## src/rtl/hazard_ctrl_unit_if.sv

```systemverilog
// Hazard controller bundle: pipeline register indices, write enables, redirect
// and data-memory handshake in; stall/flush/forward controls and counters out.
interface hazard_ctrl_unit_if #(
    parameter int CNT_W = 16
);
    logic [4:0]       RS1_D, RS2_D;
    logic [4:0]       RS1_E, RS2_E, RD_E;
    logic             REG_WRITE_EN_E;
    logic [1:0]       WB_SEL_E;
    logic [4:0]       RD_M, RD_W;
    logic             REG_WRITE_EN_M, REG_WRITE_EN_W;
    logic             PC_SEL;
    logic             MEM_REQ_M;
    logic             MEM_ACK;
    logic             STALL_F, STALL_D, STALL_E, STALL_M;
    logic             FLUSH_D, FLUSH_E;
    logic [1:0]       FWD_DATA1_E, FWD_DATA2_E;
    logic             MEM_ERR;
    logic [CNT_W-1:0] STALL_CNT, FLUSH_CNT;

    // Core side: drives pipeline state, consumes controls.
    modport master (
        output RS1_D, RS2_D, RS1_E, RS2_E, RD_E, REG_WRITE_EN_E, WB_SEL_E,
               RD_M, RD_W, REG_WRITE_EN_M, REG_WRITE_EN_W, PC_SEL, MEM_REQ_M, MEM_ACK,
        input  STALL_F, STALL_D, STALL_E, STALL_M, FLUSH_D, FLUSH_E,
               FWD_DATA1_E, FWD_DATA2_E, MEM_ERR, STALL_CNT, FLUSH_CNT
    );

    // Hazard unit side.
    modport slave (
        input  RS1_D, RS2_D, RS1_E, RS2_E, RD_E, REG_WRITE_EN_E, WB_SEL_E,
               RD_M, RD_W, REG_WRITE_EN_M, REG_WRITE_EN_W, PC_SEL, MEM_REQ_M, MEM_ACK,
        output STALL_F, STALL_D, STALL_E, STALL_M, FLUSH_D, FLUSH_E,
               FWD_DATA1_E, FWD_DATA2_E, MEM_ERR, STALL_CNT, FLUSH_CNT
    );
endinterface

```

## src/rtl/hazard_ctrl_unit.sv

```systemverilog
// Pipeline hazard controller for the five-stage RV32 core.
// Produces stall/flush/forward controls, tracks data-memory waits with a
// timeout that halts the core, and keeps saturating stall/flush counters.
// Optional feature macro: HAZARD_FWD_EN (operand forwarding; only load-use
// stalls). Undefined: no forwarding, any RAW dependency in ID stalls.
module hazard_ctrl_unit #(
    parameter int MEM_TIMEOUT = 16,
    parameter int CNT_W       = 16
) (
    input  logic               CLK,
    input  logic               RST,
    hazard_ctrl_unit_if.slave  hz
);

    typedef enum logic [1:0] {RUN, MEM_WAIT, HALT} state_t;

    localparam logic [7:0] TIMEOUT_W = 8'(MEM_TIMEOUT);

    state_t           state, state_nxt;
    logic [7:0]       wait_cnt, wait_cnt_nxt;
    logic             mem_err, mem_err_nxt;
    logic [CNT_W-1:0] stall_cnt, flush_cnt;
    logic             stall_all, stall_fd, flush_d, flush_e;
    logic             hazard_d;
    logic [1:0]       fwd1, fwd2;
    logic             stall_f_out, flush_d_out;

    // A producer only matters if it writes a nonzero rd; x0 never matches.
    function automatic logic reg_match(input logic we, input logic [4:0] rd,
                                       input logic [4:0] rs);
        return we && (rd != 5'd0) && (rd == rs);
    endfunction

    // Counter increment that sticks at all-ones.
    function automatic logic [CNT_W-1:0] sat_inc(input logic [CNT_W-1:0] v,
                                                 input logic en);
        if (en && (v != {CNT_W{1'b1}}))
            return v + {{(CNT_W-1){1'b0}}, 1'b1};
        return v;
    endfunction

`ifdef HAZARD_FWD_EN
    // ID dependency on a load in EX is the only case forwarding cannot cover.
    assign hazard_d = (hz.WB_SEL_E == 2'b01) &&
                      (reg_match(hz.REG_WRITE_EN_E, hz.RD_E, hz.RS1_D) ||
                       reg_match(hz.REG_WRITE_EN_E, hz.RD_E, hz.RS2_D));

    // Operand source select: the younger MEM result wins over WB.
    always_comb begin
        fwd1 = 2'b00;
        fwd2 = 2'b00;
        if (reg_match(hz.REG_WRITE_EN_M, hz.RD_M, hz.RS1_E))      fwd1 = 2'b10;
        else if (reg_match(hz.REG_WRITE_EN_W, hz.RD_W, hz.RS1_E)) fwd1 = 2'b01;
        if (reg_match(hz.REG_WRITE_EN_M, hz.RD_M, hz.RS2_E))      fwd2 = 2'b10;
        else if (reg_match(hz.REG_WRITE_EN_W, hz.RD_W, hz.RS2_E)) fwd2 = 2'b01;
    end
`else
    // Without forwarding, ID waits until no in-flight producer targets its sources.
    assign hazard_d = reg_match(hz.REG_WRITE_EN_E, hz.RD_E, hz.RS1_D) ||
                      reg_match(hz.REG_WRITE_EN_E, hz.RD_E, hz.RS2_D) ||
                      reg_match(hz.REG_WRITE_EN_M, hz.RD_M, hz.RS1_D) ||
                      reg_match(hz.REG_WRITE_EN_M, hz.RD_M, hz.RS2_D) ||
                      reg_match(hz.REG_WRITE_EN_W, hz.RD_W, hz.RS1_D) ||
                      reg_match(hz.REG_WRITE_EN_W, hz.RD_W, hz.RS2_D);
    assign fwd1 = 2'b00;
    assign fwd2 = 2'b00;
`endif

    // Next state and raw stall/flush decisions: memory wait > redirect > data hazard.
    always_comb begin
        state_nxt    = state;
        wait_cnt_nxt = wait_cnt;
        mem_err_nxt  = mem_err;
        stall_all    = 1'b0;
        stall_fd     = 1'b0;
        flush_d      = 1'b0;
        flush_e      = 1'b0;
        case (state)
            RUN: begin
                if (hz.MEM_REQ_M && !hz.MEM_ACK) begin
                    stall_all    = 1'b1;
                    state_nxt    = MEM_WAIT;
                    wait_cnt_nxt = 8'd1;
                end else if (hz.PC_SEL) begin
                    flush_d = 1'b1;
                    flush_e = 1'b1;
                end else if (hazard_d) begin
                    stall_fd = 1'b1;
                    flush_e  = 1'b1;
                end
            end
            MEM_WAIT: begin
                // EX is frozen here, so redirect/load-use are re-evaluated after exit.
                if (hz.MEM_ACK) begin
                    state_nxt = RUN;
                end else begin
                    stall_all = 1'b1;
                    if (wait_cnt >= TIMEOUT_W) begin
                        state_nxt   = HALT;
                        mem_err_nxt = 1'b1;
                    end else begin
                        wait_cnt_nxt = wait_cnt + 8'd1;
                    end
                end
            end
            HALT: begin
                stall_all = 1'b1;
            end
            default: begin
                state_nxt = RUN;
            end
        endcase
    end

    // Reset masks every control output in the same cycle.
    assign stall_f_out    = !RST && (stall_all || stall_fd);
    assign flush_d_out    = !RST && flush_d;
    assign hz.STALL_F     = stall_f_out;
    assign hz.STALL_D     = stall_f_out;
    assign hz.STALL_E     = !RST && stall_all;
    assign hz.STALL_M     = !RST && stall_all;
    assign hz.FLUSH_D     = flush_d_out;
    assign hz.FLUSH_E     = !RST && flush_e;
    assign hz.FWD_DATA1_E = RST ? 2'b00 : fwd1;
    assign hz.FWD_DATA2_E = RST ? 2'b00 : fwd2;
    assign hz.MEM_ERR     = mem_err;
    assign hz.STALL_CNT   = stall_cnt;
    assign hz.FLUSH_CNT   = flush_cnt;

    // State register, wait counter, sticky error and saturating event counters.
    always_ff @(posedge CLK) begin
        if (RST) begin
            state     <= RUN;
            wait_cnt  <= 8'd0;
            mem_err   <= 1'b0;
            stall_cnt <= '0;
            flush_cnt <= '0;
        end else begin
            state     <= state_nxt;
            wait_cnt  <= wait_cnt_nxt;
            mem_err   <= mem_err_nxt;
            stall_cnt <= sat_inc(stall_cnt, stall_f_out);
            flush_cnt <= sat_inc(flush_cnt, flush_d_out);
        end
    end

endmodule

```

## src/flat_wrapper.sv

```systemverilog
// flat-port wrapper written by rule: the top's interface ports become plain ports
module hazard_ctrl_unit_flat 
#(
    parameter int MEM_TIMEOUT = 16,
    parameter int CNT_W       = 16
)
  (CLK, RST, hz_RS1_D, hz_RS2_D, hz_RS1_E, hz_RS2_E, hz_RD_E, hz_REG_WRITE_EN_E, hz_WB_SEL_E, hz_RD_M, hz_RD_W, hz_REG_WRITE_EN_M, hz_REG_WRITE_EN_W, hz_PC_SEL, hz_MEM_REQ_M, hz_MEM_ACK, hz_STALL_F, hz_STALL_D, hz_STALL_E, hz_STALL_M, hz_FLUSH_D, hz_FLUSH_E, hz_FWD_DATA1_E, hz_FWD_DATA2_E, hz_MEM_ERR, hz_STALL_CNT, hz_FLUSH_CNT);
  hazard_ctrl_unit_if #(.CNT_W(CNT_W)) hz_i ();
  input  logic CLK;
  input  logic RST;
  input wire logic [$bits(hz_i.RS1_D)-1:0] hz_RS1_D;
  input wire logic [$bits(hz_i.RS2_D)-1:0] hz_RS2_D;
  input wire logic [$bits(hz_i.RS1_E)-1:0] hz_RS1_E;
  input wire logic [$bits(hz_i.RS2_E)-1:0] hz_RS2_E;
  input wire logic [$bits(hz_i.RD_E)-1:0] hz_RD_E;
  input wire logic [$bits(hz_i.REG_WRITE_EN_E)-1:0] hz_REG_WRITE_EN_E;
  input wire logic [$bits(hz_i.WB_SEL_E)-1:0] hz_WB_SEL_E;
  input wire logic [$bits(hz_i.RD_M)-1:0] hz_RD_M;
  input wire logic [$bits(hz_i.RD_W)-1:0] hz_RD_W;
  input wire logic [$bits(hz_i.REG_WRITE_EN_M)-1:0] hz_REG_WRITE_EN_M;
  input wire logic [$bits(hz_i.REG_WRITE_EN_W)-1:0] hz_REG_WRITE_EN_W;
  input wire logic [$bits(hz_i.PC_SEL)-1:0] hz_PC_SEL;
  input wire logic [$bits(hz_i.MEM_REQ_M)-1:0] hz_MEM_REQ_M;
  input wire logic [$bits(hz_i.MEM_ACK)-1:0] hz_MEM_ACK;
  output wire logic [$bits(hz_i.STALL_F)-1:0] hz_STALL_F;
  output wire logic [$bits(hz_i.STALL_D)-1:0] hz_STALL_D;
  output wire logic [$bits(hz_i.STALL_E)-1:0] hz_STALL_E;
  output wire logic [$bits(hz_i.STALL_M)-1:0] hz_STALL_M;
  output wire logic [$bits(hz_i.FLUSH_D)-1:0] hz_FLUSH_D;
  output wire logic [$bits(hz_i.FLUSH_E)-1:0] hz_FLUSH_E;
  output wire logic [$bits(hz_i.FWD_DATA1_E)-1:0] hz_FWD_DATA1_E;
  output wire logic [$bits(hz_i.FWD_DATA2_E)-1:0] hz_FWD_DATA2_E;
  output wire logic [$bits(hz_i.MEM_ERR)-1:0] hz_MEM_ERR;
  output wire logic [$bits(hz_i.STALL_CNT)-1:0] hz_STALL_CNT;
  output wire logic [$bits(hz_i.FLUSH_CNT)-1:0] hz_FLUSH_CNT;
  assign hz_i.RS1_D = hz_RS1_D;
  assign hz_i.RS2_D = hz_RS2_D;
  assign hz_i.RS1_E = hz_RS1_E;
  assign hz_i.RS2_E = hz_RS2_E;
  assign hz_i.RD_E = hz_RD_E;
  assign hz_i.REG_WRITE_EN_E = hz_REG_WRITE_EN_E;
  assign hz_i.WB_SEL_E = hz_WB_SEL_E;
  assign hz_i.RD_M = hz_RD_M;
  assign hz_i.RD_W = hz_RD_W;
  assign hz_i.REG_WRITE_EN_M = hz_REG_WRITE_EN_M;
  assign hz_i.REG_WRITE_EN_W = hz_REG_WRITE_EN_W;
  assign hz_i.PC_SEL = hz_PC_SEL;
  assign hz_i.MEM_REQ_M = hz_MEM_REQ_M;
  assign hz_i.MEM_ACK = hz_MEM_ACK;
  assign hz_STALL_F = hz_i.STALL_F;
  assign hz_STALL_D = hz_i.STALL_D;
  assign hz_STALL_E = hz_i.STALL_E;
  assign hz_STALL_M = hz_i.STALL_M;
  assign hz_FLUSH_D = hz_i.FLUSH_D;
  assign hz_FLUSH_E = hz_i.FLUSH_E;
  assign hz_FWD_DATA1_E = hz_i.FWD_DATA1_E;
  assign hz_FWD_DATA2_E = hz_i.FWD_DATA2_E;
  assign hz_MEM_ERR = hz_i.MEM_ERR;
  assign hz_STALL_CNT = hz_i.STALL_CNT;
  assign hz_FLUSH_CNT = hz_i.FLUSH_CNT;
  hazard_ctrl_unit #(.MEM_TIMEOUT(MEM_TIMEOUT), .CNT_W(CNT_W)) u_core (.CLK(CLK), .RST(RST), .hz(hz_i));
endmodule
```

## config.mk

```make
export PLATFORM = sky130hd
export DESIGN_NAME = hazard_ctrl_unit_flat
export DESIGN_NICKNAME = d
export VERILOG_FILES = /design/src/rtl/hazard_ctrl_unit_if.sv /design/src/rtl/hazard_ctrl_unit.sv /design/src/flat_wrapper.sv
export SDC_FILE = /design/constraint.sdc
export NUM_CORES = 1
export LEC_CHECK = 0
export CAP_MARGIN = 25
export CORE_MARGIN = 5
export CORE_UTILIZATION = 38
export DETAILED_ROUTE_END_ITERATION = 7
export PLACE_DENSITY_LB_ADDON = 0.3
export SLEW_MARGIN = 20
export SYNTH_ARGS = -nofsm -noshare
export SYNTH_HDL_FRONTEND = slang
export SYNTH_SLANG_ARGS = --single-unit
```

## constraint.sdc

```tcl
create_clock -name CLK -period 4 [get_ports CLK]
set_clock_uncertainty 0.15 [all_clocks]
set_input_delay 0.6 -clock CLK [delete_from_list [all_inputs] [get_ports CLK]]
set_output_delay 0.6 -clock CLK [all_outputs]
set_load 0.02 [all_outputs]
```

# ---- After elaboration in Yosys (flattened, before gate mapping)
# Cells that the tools add are included.
dict set report op_classes {
  addsub 3
  order_cmp 1
  n_eq_ne 14
  muxes 27
  n_bitwise 2
  n_reduce_logical 32
}
# op n
set ops {}
lappend ops {{16-bit by 1-bit adder with 16-bit output, second input constant} 2}
lappend ops {{16-bit 2-to-1 mux} 2}
lappend ops {{16-bit != test, second input constant} 2}
lappend ops {{5-bit equality test} 6}
lappend ops {{8-bit 2-to-1 mux} 3}
lappend ops {{1-bit logical AND} 16}
lappend ops {{1-bit 2-to-1 mux} 16}
lappend ops {{8-bit case mux with 2 select lines} 1}
lappend ops {{5-bit nonzero test} 3}
lappend ops {{8-bit by 1-bit adder with 8-bit output, second input constant} 1}
lappend ops {{8-bit by 5-bit greater-or-equal comparator with 1-bit output, second input constant} 1}
lappend ops {{1-bit logical OR} 6}
lappend ops {{2-bit 2-to-1 mux} 3}
lappend ops {{2-bit case mux with 3 select lines} 1}
lappend ops {{3-bit AND reduction} 2}
lappend ops {{2-bit != test, second input constant} 2}
lappend ops {{4-bit AND reduction} 1}
lappend ops {{3-bit by 2-bit != test with 1-bit output, second input constant} 1}
lappend ops {{1-bit case mux with 3 select lines} 1}
lappend ops {{2-bit by 1-bit equality test with 1-bit output, second input constant} 1}
lappend ops {{2-bit equality test, second input constant} 1}
lappend ops {{1-bit zero test} 2}
lappend ops {{2-bit zero test} 1}
lappend ops {{2-bit by 1-bit != test with 1-bit output, second input constant} 1}
lappend ops {{other kinds (2)} 3}
dict set report totals {
  reg_bits 43
  inputBits 45
}

# ---- Depth between registers and ports, before layout
dict set report depth {
  ltp_word 17
  mapped_depth 9
  depth_no_buf 8
}

# ---- Worst setup path after synthesis
# No wires, ideal clock.
dict set report synth_timing {
  kind {input-to-output}
  startpoint {input hz_RD_E[1]}
  endpoint {output hz_STALL_F}
  arrival_time_ns 2.131
  required_ns 3.250
  path_slack_ns 1.119
  path_stages 8
  path_cell_list {or4_1 o21ai_0 nor3_1 a32oi_1 and3_1 buf_6 inv_1 buf_4}
}
dict set report synth_between {
  elab_chain_cells 14
}
# element line
set synth_lines {}
lappend synth_lines {{from (decl)} flat_wrapper.sv:15} ;# input wire logic [$bits(hz_i.RD_E)-1:0] hz_RD_E;
lappend synth_lines {{5-bit nonzero test} hazard_ctrl_unit.sv:31} ;# return we && (rd != 5'd0) && (rd == rs);
lappend synth_lines {{1-bit logical AND (2 in a row)} hazard_ctrl_unit.sv:31}
lappend synth_lines {{1-bit logical OR *} hazard_ctrl_unit.sv:59} ;# assign hazard_d = reg_match(hz.REG_WRITE_EN_E, hz.RD_E, hz.RS1_D) ||
lappend synth_lines {{1-bit logical OR *} hazard_ctrl_unit.sv:60} ;# reg_match(hz.REG_WRITE_EN_E, hz.RD_E, hz.RS2_D) ||
lappend synth_lines {{1-bit logical OR *} hazard_ctrl_unit.sv:61} ;# reg_match(hz.REG_WRITE_EN_M, hz.RD_M, hz.RS1_D) ||
lappend synth_lines {{1-bit logical OR *} hazard_ctrl_unit.sv:62} ;# reg_match(hz.REG_WRITE_EN_M, hz.RD_M, hz.RS2_D) ||
lappend synth_lines {{1-bit logical OR *} hazard_ctrl_unit.sv:63} ;# reg_match(hz.REG_WRITE_EN_W, hz.RD_W, hz.RS1_D) ||
lappend synth_lines {{1-bit 2-to-1 mux *} hazard_ctrl_unit.sv:87} ;# end else if (hazard_d) begin
lappend synth_lines {{1-bit 2-to-1 mux *} hazard_ctrl_unit.sv:84} ;# end else if (hz.PC_SEL) begin
lappend synth_lines {{1-bit 2-to-1 mux *} hazard_ctrl_unit.sv:80} ;# if (hz.MEM_REQ_M && !hz.MEM_ACK) begin
lappend synth_lines {{1-bit 2-to-1 mux *} hazard_ctrl_unit.sv:78} ;# case (state)
lappend synth_lines {{1-bit logical OR *} hazard_ctrl_unit.sv:116} ;# assign stall_f_out = !RST && (stall_all || stall_fd);
lappend synth_lines {{1-bit logical AND *} hazard_ctrl_unit.sv:116}
lappend synth_lines {{to (decl)} flat_wrapper.sv:25} ;# output wire logic [$bits(hz_i.STALL_F)-1:0] hz_STALL_F;
# Every way passes the cells marked *; elsewhere a longest branch is shown, timed or not.

# ---- Worst setup path in the final report
# Same ends and word-level chain as after synthesis.

==> qor_table.md <==
| Result | Reported |
|---|---|
| Number of nets in the final layout | 420 |
| Final critical-path share of the clock period | 94.8% |
| Final number of setup-violating endpoints | 0 |
| Floorplan die area | 8290 µm² |
| Total of flip-flops plus latches after synthesis | 43 |
| CTS tree | done |
| TritonCTS Buffers | 5 |
| Endpoint type of the worst setup path | output port |
| Setup repair bufs after CTS | 0 |
| Fraction of registers with async set or reset after synthesis | 0% |
| Worst vdd rail ir drop | 0.210 mV |
| Antenna Nets Post-Route | 0 |
| Max-cap viol count | 0 |
| Overflow left after global routing | 0 |
| Mean routed wirelength per cell | 14.0 µm |
| Number of antenna violations at the first check in global routing | 0 |
| Leakage power | 0.00113 µW |
| Total routing usage reported by global routing | 15.3% |
| Most area-hungry cell type in the Yosys netlist | sky130_fd_sc_hd__dfxtp_1 |
| Kind of launch point of the worst setup path | input port |
| Area share of and/or/nand/nor cells after synthesis | 26.6% |
| Number of remaining DRC errors | 0 |
| Adder-Cell Fraction of Synth Area | 2.00% |
| Pins over their slew limit | 0 |
| Post-Place Setup Slack | 0.195 ns |
| Root buf cell | sky130_fd_sc_hd__clkbuf_8 |
| Pwr Density | 265 nW/µm² |
| Layout overhead on the synthesized area | 34.3% |
| Via total after detailed routing | 2,411 |
| Layout cells sized above 1 | 4.84% |
| Cts hold-fix bufs | 0 |
| Required time of the critical path | 3.25 ns |
| Number of design-rule violations left by the first detailed-router iteration | 84 |
| Number of port buffers | 71 |
| Number of levels in the clock H-tree | 2 |
| Number of enable flip-flop cells after synthesis | 0 |
| Total wire length | 6.30 mm |
| Part of the total power dissipated in the clock network | 34.0% |
| I/O pin count | 88 |
| Syn Area/Cell | 8.32 µm² |
| Wire length of the first global-routing pass | 10.9 mm |
| Sequential cell fraction of total power | 49.4% |
| Die Span Y | 91.1 µm |
| Sequential element share of the synthesized area | 34.5% |
| Share of synthesized area spent on multiplexers | 2.10% |
| Post-layout minimum cycle time | 3.79 ns |
| GPL Wtd Cong | 0.846 |
| Count of inserted antenna diode cells | 0 |
| Largest net degree at the start of global routing | 38 |
| Resized Gates After CTS | 0 |
| Class of the tightest hold or removal check | flip-flop to flip-flop |
| Area inside the core boundary | 6390 µm² |
| Buffer levels on the longest clock path | 2 |
| Number of global-route vias before repair | 2,362 |
| Critical path type | input port to output port |
| Netlist cell types | 44 |
| Most instantiated flip-flop cell in the synthesis netlist | sky130_fd_sc_hd__dfxtp_1 |
| Area share of the largest cell type after synthesis | 34.5% |
| Share of the synthesized area in compound gates (AO/OA/AOI/OAI) | 13.6% |
| Internal Dissipation | 666 µW |
| Clock network latency to the later pin of the worst-skew pair | 0.29 ns |
| Slew margin rel. | 61.6% |
| Net switching component of the power | 222 µW |
| Switching part of the total | 25.0% |
| Starting density of the core | 39.1% |
| Final hold vios | 0 |
| Number of vias per cell after detailed routing | 5.37 |
| Max Freq | 0.264 GHz |
| Result of the run | complete, no violations |
| Minimum hold slack | 0.315 ns |
| Parity-gate share of the synthesized area counting xor and xnor cells | 16.5% |
| Die outline width | 91.1 µm |
| Area of the mapped netlist | 2500 µm² |
| Dominant combinational cell family by area after synthesis | simple AND/OR/NAND/NOR gates |
| Setup_tns | 0 ns |
| Gate count of the mapped netlist | 300 |
| Worst Setup Slack, final | 0.208 ns |
| Clock transition at the registers of the reported paths | 0.08 ns |
| Crit-path max FO | 5 |
| RSZ-0062 raised after global routing | no |
| Relative contribution of combinational cells to total power | 16.6% |
| Endpoint arrival time on the critical path | 3.04 ns |
| Transition time at the pin with the least slew margin | 0.571 ns |
| Count of synthesis-stage warnings from yosys | 0 |
| Number of cell rows | 29 |
| DPL Wire Length | 4.93 mm |
| Top post-synthesis cells by area | sky130_fd_sc_hd__dfxtp_1, sky130_fd_sc_hd__xnor2_1, sky130_fd_sc_hd__nand3_1 |
| Length of the first detailed-routing pass in iterations | 4 |
| Clock net sink count | 43 |
[layout make-up]
type	count	area, µm²
fillers	601	3030
repair buffers	73	726
well taps	77	96.3
clock buffers	8	100
multi-input cells	238	1530
flip-flops and latches	43	861
inverters	10	37.5
[final timing paths]
| check | depth (start not counted) | slack (ns) | to | from |
|---|---|---|---|---|
| setup / recovery | 8 | 0.21 | hz_STALL_F | hz_RD_E[1] |
| hold / removal | 2 | 0.32 | u_core.hz.MEM_ERR | u_core.hz.MEM_ERR |
| setup reg to reg | 7 | 1.44 | u_core.hz.STALL_CNT[6] | u_core.state[0] |
| hold reg to reg | 2 | 0.32 | u_core.hz.MEM_ERR | u_core.hz.MEM_ERR |
[critical path, cell delays in order]
cell                              delay, ns
sky130_fd_sc_hd__clkdlybuf4s50_1       0.47
sky130_fd_sc_hd__or4_1                 0.52
sky130_fd_sc_hd__o21ai_0               0.27
sky130_fd_sc_hd__nor3_1                0.08
sky130_fd_sc_hd__a32oi_1               0.21
sky130_fd_sc_hd__and3_1                0.22
sky130_fd_sc_hd__inv_1                 0.11
sky130_fd_sc_hd__clkdlybuf4s50_1       0.55
[synthesized netlist by cell type, drive strengths merged (6+ instances only)]
cell type / number
inv: 10
and3: 7
nor2: 32
xor2: 9
nand3: 24
nand2: 21
dfxtp: 43
o21ai: 9
nor3: 6
nand4: 8
xnor2: 38
or4: 8
buf: 8
a21oi: 13
[placed cells by master (no fill, tap or decap), drive strengths merged, types with 6 or more instances in the layout]
master         Yosys  final
clkbuf             4      8
nand2             21     21
xnor2             38     38
nor2              32     32
dfxtp             43     43
or4                8      8
clkdlybuf4s50      0     71
nor3               6      6
xor2               9      9
nand4              8      8
nand3             24     24
and3               7      7
inv               10     10
a21oi             13     13
o21ai              9      9
[power by group through the flow]
stage	registers, µW	clock network (µW)	logic (µW)
final	439	302	147
after global routing	440	330	161
after CTS	439	313	148
after detailed placement	449	0	148
after global placement	449	0	146
after floorplan	452	0	79.3
[sequential cells by signal, summed over array words and instances, names as in the netlist]
signal / count
u_core.hz.FLUSH_CNT: 16
u_core.hz.STALL_CNT: 16
u_core.wait_cnt: 8
u_core.state: 2
u_core.hz.MEM_ERR: 1
[stage by stage]
| stage | std cells | total power [µW] | instance area [µm²] | util, % |
|---|---|---|---|---|
| global route | 449 | 931 | 3350 | 52.5 |
| floorplan | 303 | 531 | 2510 | - |
| CTS | 449 | 900 | 3350 | 52.5 |
| finish | 449 | 889 | 3350 | 52.5 |
| global placement | 441 | 595 | 3250 | 51.0 |
| detailed placement | 441 | 597 | 3250 | 51.0 |
[layer usage]
layer	up-vias	GRT usage (%)	share of wire [%]
li1	1218	-	-
met1	1121	19.2	44
met2	66	26.0	50
met3	6	3.22	5.1
met4	0	5.13	1.6
met5	-	0	0
[cell families (layout without fill, tap and decap cells)]
family / after synthesis / count (layout)
buffers and inverters: 22 / 91
AOI/OAI and AO/OA: 51 / 51
and+or+nand+nor: 127 / 127
xor gates and xnor gates: 47 / 47
DFF: 43 / 43
adders and majority gates: 4 / 4
muxes: 5 / 5
other: 1 / 4
Power figures use the tool's default switching activity.
